==> config.mk <==
export PLATFORM = sky130hd
export DESIGN_NAME = instruction_fields_pipe
export DESIGN_NICKNAME = d
export VERILOG_FILES = /design/src/rtl/instruction_fields_pipe.sv
export SDC_FILE = /design/constraint.sdc
export NUM_CORES = 1
export LEC_CHECK = 0
export CORE_MARGIN = 4
export CORE_UTILIZATION = 48
export DETAILED_ROUTE_END_ITERATION = 7
export GPL_TIMING_DRIVEN = 0
export PLACE_DENSITY_LB_ADDON = 0.15
export SLEW_MARGIN = 20
export SYNTH_ARGS = -nofsm -noshare
export SYNTH_HDL_FRONTEND = slang
export SYNTH_SLANG_ARGS = --single-unit
export TNS_END_PERCENT = 100
==> constraint.sdc <==
create_clock -name clk -period 14.2 [get_ports clk]
set_clock_uncertainty 0.2 [all_clocks]
set_input_delay 4.26 -clock clk [delete_from_list [all_inputs] [get_ports clk]]
set_output_delay 4.26 -clock clk [all_outputs]
set_load 0.01 [all_outputs]
==> src/rtl/instruction_fields_pipe.sv <==
// instruction_fields_pipe
//   Small instruction buffer between fetch and decode. Each captured word is
//   stored together with its fall-through address (pc + 4). The head entry is
//   split into its raw fields and a few derived values: the extended
//   immediate, the jump target and the instruction format.
//
// Ports
//   clk, rst            : clock, asynchronous active-high reset
//   in_valid/in_ready   : upstream handshake; inst, pc are the fetched word
//   flush               : discards every buffered entry
//   out_valid/out_ready : downstream handshake for the head entry
//   op..target          : raw fields of the head instruction (0 when empty)
//   imm_ext, jump_addr,
//   pc_next, fmt        : derived values of the head entry (0 when empty)
//   count               : current occupancy
module instruction_fields_pipe #(
  parameter int INST_W   = 32,
  parameter int DEPTH    = 2,
  parameter int OP_W     = 6,  parameter int OP_I     = 26,
  parameter int RS_W     = 5,  parameter int RS_I     = 21,
  parameter int RT_W     = 5,  parameter int RT_I     = 16,
  parameter int RD_W     = 5,  parameter int RD_I     = 11,
  parameter int SHAMT_W  = 5,  parameter int SHAMT_I  = 6,
  parameter int FUNC_W   = 6,  parameter int FUNC_I   = 0,
  parameter int IMM_W    = 16, parameter int IMM_I    = 0,
  parameter int TARGET_W = 26, parameter int TARGET_I = 0
) (
  input  logic                         clk,
  input  logic                         rst,
  input  logic                         in_valid,
  output logic                         in_ready,
  input  logic [INST_W-1:0]            inst,
  input  logic [INST_W-1:0]            pc,
  input  logic                         flush,
  output logic                         out_valid,
  input  logic                         out_ready,
  output logic [OP_W-1:0]              op,
  output logic [RS_W-1:0]              rs,
  output logic [RT_W-1:0]              rt,
  output logic [RD_W-1:0]              rd,
  output logic [SHAMT_W-1:0]           shamt,
  output logic [FUNC_W-1:0]            func,
  output logic [IMM_W-1:0]             imm,
  output logic [TARGET_W-1:0]          target,
  output logic [INST_W-1:0]            imm_ext,
  output logic [INST_W-1:0]            jump_addr,
  output logic [INST_W-1:0]            pc_next,
  output logic [1:0]                   fmt,
  output logic [$clog2(DEPTH+1)-1:0]   count
);

  localparam int CNT_W = $clog2(DEPTH+1);
  localparam int PTR_W = (DEPTH > 1) ? $clog2(DEPTH) : 1;

  typedef struct packed {
    logic [INST_W-1:0] inst;
    logic [INST_W-1:0] pcn;
  } entry_t;

  entry_t           mem [DEPTH];
  entry_t           head;
  logic [PTR_W-1:0] wr_ptr, rd_ptr;
  logic             push, pop;

  function automatic logic [PTR_W-1:0] ptr_inc(input logic [PTR_W-1:0] p);
    return (p == PTR_W'(DEPTH-1)) ? '0 : p + PTR_W'(1);
  endfunction

  assign in_ready  = !rst && (count < CNT_W'(DEPTH));
  assign out_valid = !rst && (count != '0);
  assign push      = in_valid && in_ready;
  assign pop       = out_valid && out_ready;

  // Storage carries no reset: an entry is only visible through count, so
  // stale words left behind by flush or reset are never observed.
  always_ff @(posedge clk) begin
    if (push && !flush) begin
      mem[wr_ptr].inst <= inst;
      mem[wr_ptr].pcn  <= pc + INST_W'(4);
    end
  end

  always_ff @(posedge clk or posedge rst) begin
    if (rst) begin
      wr_ptr <= '0;
      rd_ptr <= '0;
      count  <= '0;
    end else if (flush) begin
      wr_ptr <= '0;
      rd_ptr <= '0;
      count  <= '0;
    end else begin
      if (push) wr_ptr <= ptr_inc(wr_ptr);
      if (pop)  rd_ptr <= ptr_inc(rd_ptr);
      case ({push, pop})
        2'b10:   count <= count + CNT_W'(1);
        2'b01:   count <= count - CNT_W'(1);
        default: count <= count;
      endcase
    end
  end

  assign head = mem[rd_ptr];

  // Head decode; everything reads as zero while the buffer is empty so
  // decode never sees a stale word.
  always_comb begin
    op        = '0;
    rs        = '0;
    rt        = '0;
    rd        = '0;
    shamt     = '0;
    func      = '0;
    imm       = '0;
    target    = '0;
    imm_ext   = '0;
    jump_addr = '0;
    pc_next   = '0;
    fmt       = 2'd0;
    if (out_valid) begin
      op      = head.inst[OP_I     +: OP_W];
      rs      = head.inst[RS_I     +: RS_W];
      rt      = head.inst[RT_I     +: RT_W];
      rd      = head.inst[RD_I     +: RD_W];
      shamt   = head.inst[SHAMT_I  +: SHAMT_W];
      func    = head.inst[FUNC_I   +: FUNC_W];
      imm     = head.inst[IMM_I    +: IMM_W];
      target  = head.inst[TARGET_I +: TARGET_W];
      pc_next = head.pcn;
      // Logical immediates (andi/ori/xori) zero-extend, the rest sign-extend.
      if (op == OP_W'(12) || op == OP_W'(13) || op == OP_W'(14))
        imm_ext = {{(INST_W-IMM_W){1'b0}}, imm};
      else
        imm_ext = {{(INST_W-IMM_W){imm[IMM_W-1]}}, imm};
      // Jump region comes from the delay-slot address, not the jump's own pc.
      jump_addr = {head.pcn[INST_W-1:TARGET_W+2], target, 2'b00};
      if (op == '0)
        fmt = 2'd0;
      else if (op == OP_W'(2) || op == OP_W'(3))
        fmt = 2'd2;
      else
        fmt = 2'd1;
    end
  end

endmodule

==> results.py <==
metrics = {
    "drt": {
        "drt-initial-drc-count": 160,
        "drt_pass1_iterations": 4,
        "wl_per_cell_um": 16.12,
        "routed_wl_um": 15640,
        "final_antenna_net_count": 0,
        "avgViaCountPerCell": 4.800,
        "num_vias": 4656,
        "drc": 0,
    },
    "timing": {
        "setup_viol": 0,
        "fin_tns_setup_ps": 0,
        "hold_viol": 0,
        "finalCritPeriodShare_pct": 80.26,
        "finalCriticalPeriod_ps": 11400,
        "relSlewSlack_pct": 56.74,
        "slew_viol_final": 0,
        "worstMarginPinSlew_ps": 646.5,
        "rsz0062_at_grt": "false",
        "fmax_mhz": 87.75,
        "layout_setup_ws_ps": 2804,
    },
    "status": {
        "status": "complete, no violations",
    },
    "worst_setup_path": {
        "crit_path_end_kind": "output pin",
        "cp_slowest_cell": "clkdlybuf4s50_1",
        "reg2reg_slack_ps": 11790,
        "cp.arrival_ps": 6940,
        "crit_chain": "clkdlybuf4s50_1, inv_1, o21ai_0, clkbuf_1, clkbuf_1, nor2_1, buf_4, clkdlybuf4s50_1",
        "worst_r2r_endpoint": "mem[1][24]",
        "worst_ep_required_time_ps": 9740,
        "r2r-start": "count[1]",
        "crit_type": "input port to output pin",
        "path_max_fanout": 10,
        "r2r_cells": 7,
        "max_stage_delay_ps": 530,
        "cp-start-kind": "input port",
    },
    "clock_network": {
        "cts_tree": "yes",
        "clk_latency_ps": 400,
        "clock-sinks": 132,
        "cts_setup_buffers": 0,
        "h-tree-depth": 4,
        "cts_buffer_depth": 2,
        "cts_resized": 0,
        "holdBufCountCts": 0,
        "cts_buffers": 17,
        "path_clk_slew_ps": 60,
        "root_buffer": "clkbuf_16",
    },
    "power": {
        "irDropWorstVdd_mv": 0.07489,
        "power.density_nw_per_um2": 103.9,
        "fin_total_pwr_uw": 1032,
        "clkPwrFrac_pct": 46.1,
        "comb_power_share_pct": 11.2,
        "switching_share_pct": 20.85,
        "seq_power_share_pct": 42.7,
        "p_int_uw": 816.7,
        "leakage_uw": 0.003609,
        "p_sw_uw": 215.1,
    },
    "global_route": {
        "grt_antenna_before_repair": 1,
        "grt_pass1_vias": 4496,
        "grt_remaining_overflow": 0,
        "grt_pass1_wl_um": 22960,
        "track_usage_pct": 19.67,
        "grt_max_degree": 17,
    },
    "synth": {
        "yosys.area_share.simple_pct": 9.797,
        "synthAdderAreaFrac_pct": 0.1936,
        "synth_top_family_by_area": "buffers and inverters",
        "synth_seq_area_share_pct": 61.03,
        "synth-seq-cells": 132,
        "synth_xor_area_share_pct": 4.066,
        "synth-main-ff-cell": "edfxtp_1",
        "synth-edff-count": 128,
        "syn_avg_cell_area_um2": 12.85,
        "synthArstFlopShare_pct": 3.030,
        "netlist_instances": 503,
        "ys_warn_count": 0,
        "synth-compound-area-share_pct": 1.394,
        "syn_area_um2": 6462,
        "ys_types": 35,
        "synthMuxAreaShare_pct": 9.758,
    },
    "floorplanning": {
        "fp.dieW_um": 124.0,
        "initial_core_util_pct": 48.99,
        "ios": 245,
        "fp.dieArea_um2": 15380,
        "coreArea_um2": 13190,
        "die_y_um": 124.0,
        "num_rows": 42,
    },
    "hold_path": {
        "hp-class": "flop to flop",
        "min_from": "wr_ptr",
        "min_path_cells": 2,
        "min_delay_worst_endpoint": "wr_ptr",
    },
    "final_layout": {
        "fin_util_pct": 75.28,
        "drive_gt1_share_pct": 21.16,
        "final.fill_count": 883,
        "n_antenna_cell": 0,
        "nNetsFinal": 851,
        "area_delta_synth_final_pct": 53.65,
        "mostFrequentLayoutCells": "242 x clkdlybuf4s50_1, 128 x edfxtp_1, 112 x buf_4, 73 x nor2_1, 63 x mux2i_1",
        "final_common_cell": "clkdlybuf4s50_1",
    },
    "place": {
        "place_ws_ps": 2751,
        "post-dp-hpwl_um": 11960,
        "gp_congestion": 0.8255,
        "io_buffers": 242,
    },
    "job": {
        "drv_cap": 0,
    },
}
## registers in the layout, summed over array words and instances (netlist names)
name	cells
count	2
mem	128
rd_ptr	1
wr_ptr	1
## routing by layer
metal | up-vias | global-route usage, % | share of wire (%)
met1 | 2215 | 23.15 | 38
met4 | 2 | 5.955 | 1.5
met5 | - | 0 | 0.064
met3 | 20 | 4.678 | 7.0
li1 | 2237 | - | -
met2 | 182 | 35.59 | 53
## synthesized netlist by cell type (2+ instances only)
cell type | n | area (µm²)
xor2_1 | 8 | 70.07
and4_1 | 2 | 17.52
nor3_1 | 5 | 25.02
nor3b_1 | 3 | 22.52
inv_1 | 7 | 26.28
nor2_1 | 73 | 274.0
nand4_1 | 9 | 56.30
buf_2 | 9 | 45.04
nand2b_1 | 4 | 25.02
edfxtp_1 | 128 | 3844
and3_1 | 3 | 18.77
nand3_1 | 13 | 65.06
buf_4 | 105 | 788.3
mux2i_1 | 63 | 630.6
nand2_1 | 14 | 52.55
a21oi_1 | 4 | 20.02
clkbuf_1 | 6 | 22.52
dfrtp_1 | 4 | 100.1
xnor2_1 | 22 | 192.7
o21ai_0 | 6 | 30.03
## stage by stage
| stage | instances | hold slack (ps) | instance area [µm²] |
|---|---|---|---|
| after floorplan | 504 | 319.5 | 6466 |
| after global placement | 922 | 338.6 | 9109 |
| after detailed placement | 938 | 367.8 | 9273 |
| after CTS | 970 | 384.5 | 9930 |
| after global routing | 970 | 407.0 | 9930 |
| final | 970 | 386.2 | 9930 |
## cell families (layout without fill, tap and decap cells)
group           after synthesis  in the layout
compound gates               15             15
xor+xnor                     30             30
fa+ha+maj                     1              1
buf+inv                     128            418
flops                       132            132
mux                          63             63
other cells                   1              2
simple gates                133            133
## power by group through the flow
stage	Sequential [µW]	Combinational, µW	Clock (µW)
5_1_grt	441	124	504
3_3_place_gp	450	110	0
6_report	441	115	476
4_1_cts	441	116	482
2_1_floorplan	449	49.8	0
3_5_place_dp	449	116	0
## worst max path at each step
stage	startpoint	endpoint	cells after the start
2_1_floorplan	rst	mem[1][0]	3
3_3_place_gp	rst	mem[1][28]	4
3_5_place_dp	rst	imm_ext[1]	8
4_1_cts	rst	imm_ext[1]	8
5_1_grt	rst	target[2]	8
6_report	rst	imm_ext[5]	8
## critical path, delay by kind of cell
kind,cells,cell delay (ps)
simple gates,1,230
buf+inv,6,2260
compound gates,1,170
## layout make-up
type / count / area [µm²] / share of cell area [%]
Sequential cell: 132 / 3944 / 39.72
Timing Repair Buffer: 258 / 2576 / 25.95
Multi-Input combinational cell: 244 / 1647 / 16.58
Buffer: 121 / 859.6 / 8.657
Clock buffer: 17 / 425.4 / 4.284
Clock inverter: 15 / 231.5 / 2.331
Tap cell: 176 / 220.2 / 2.218
Inverter: 7 / 26.28 / 0.2646
Power figures use the tool's default switching activity.
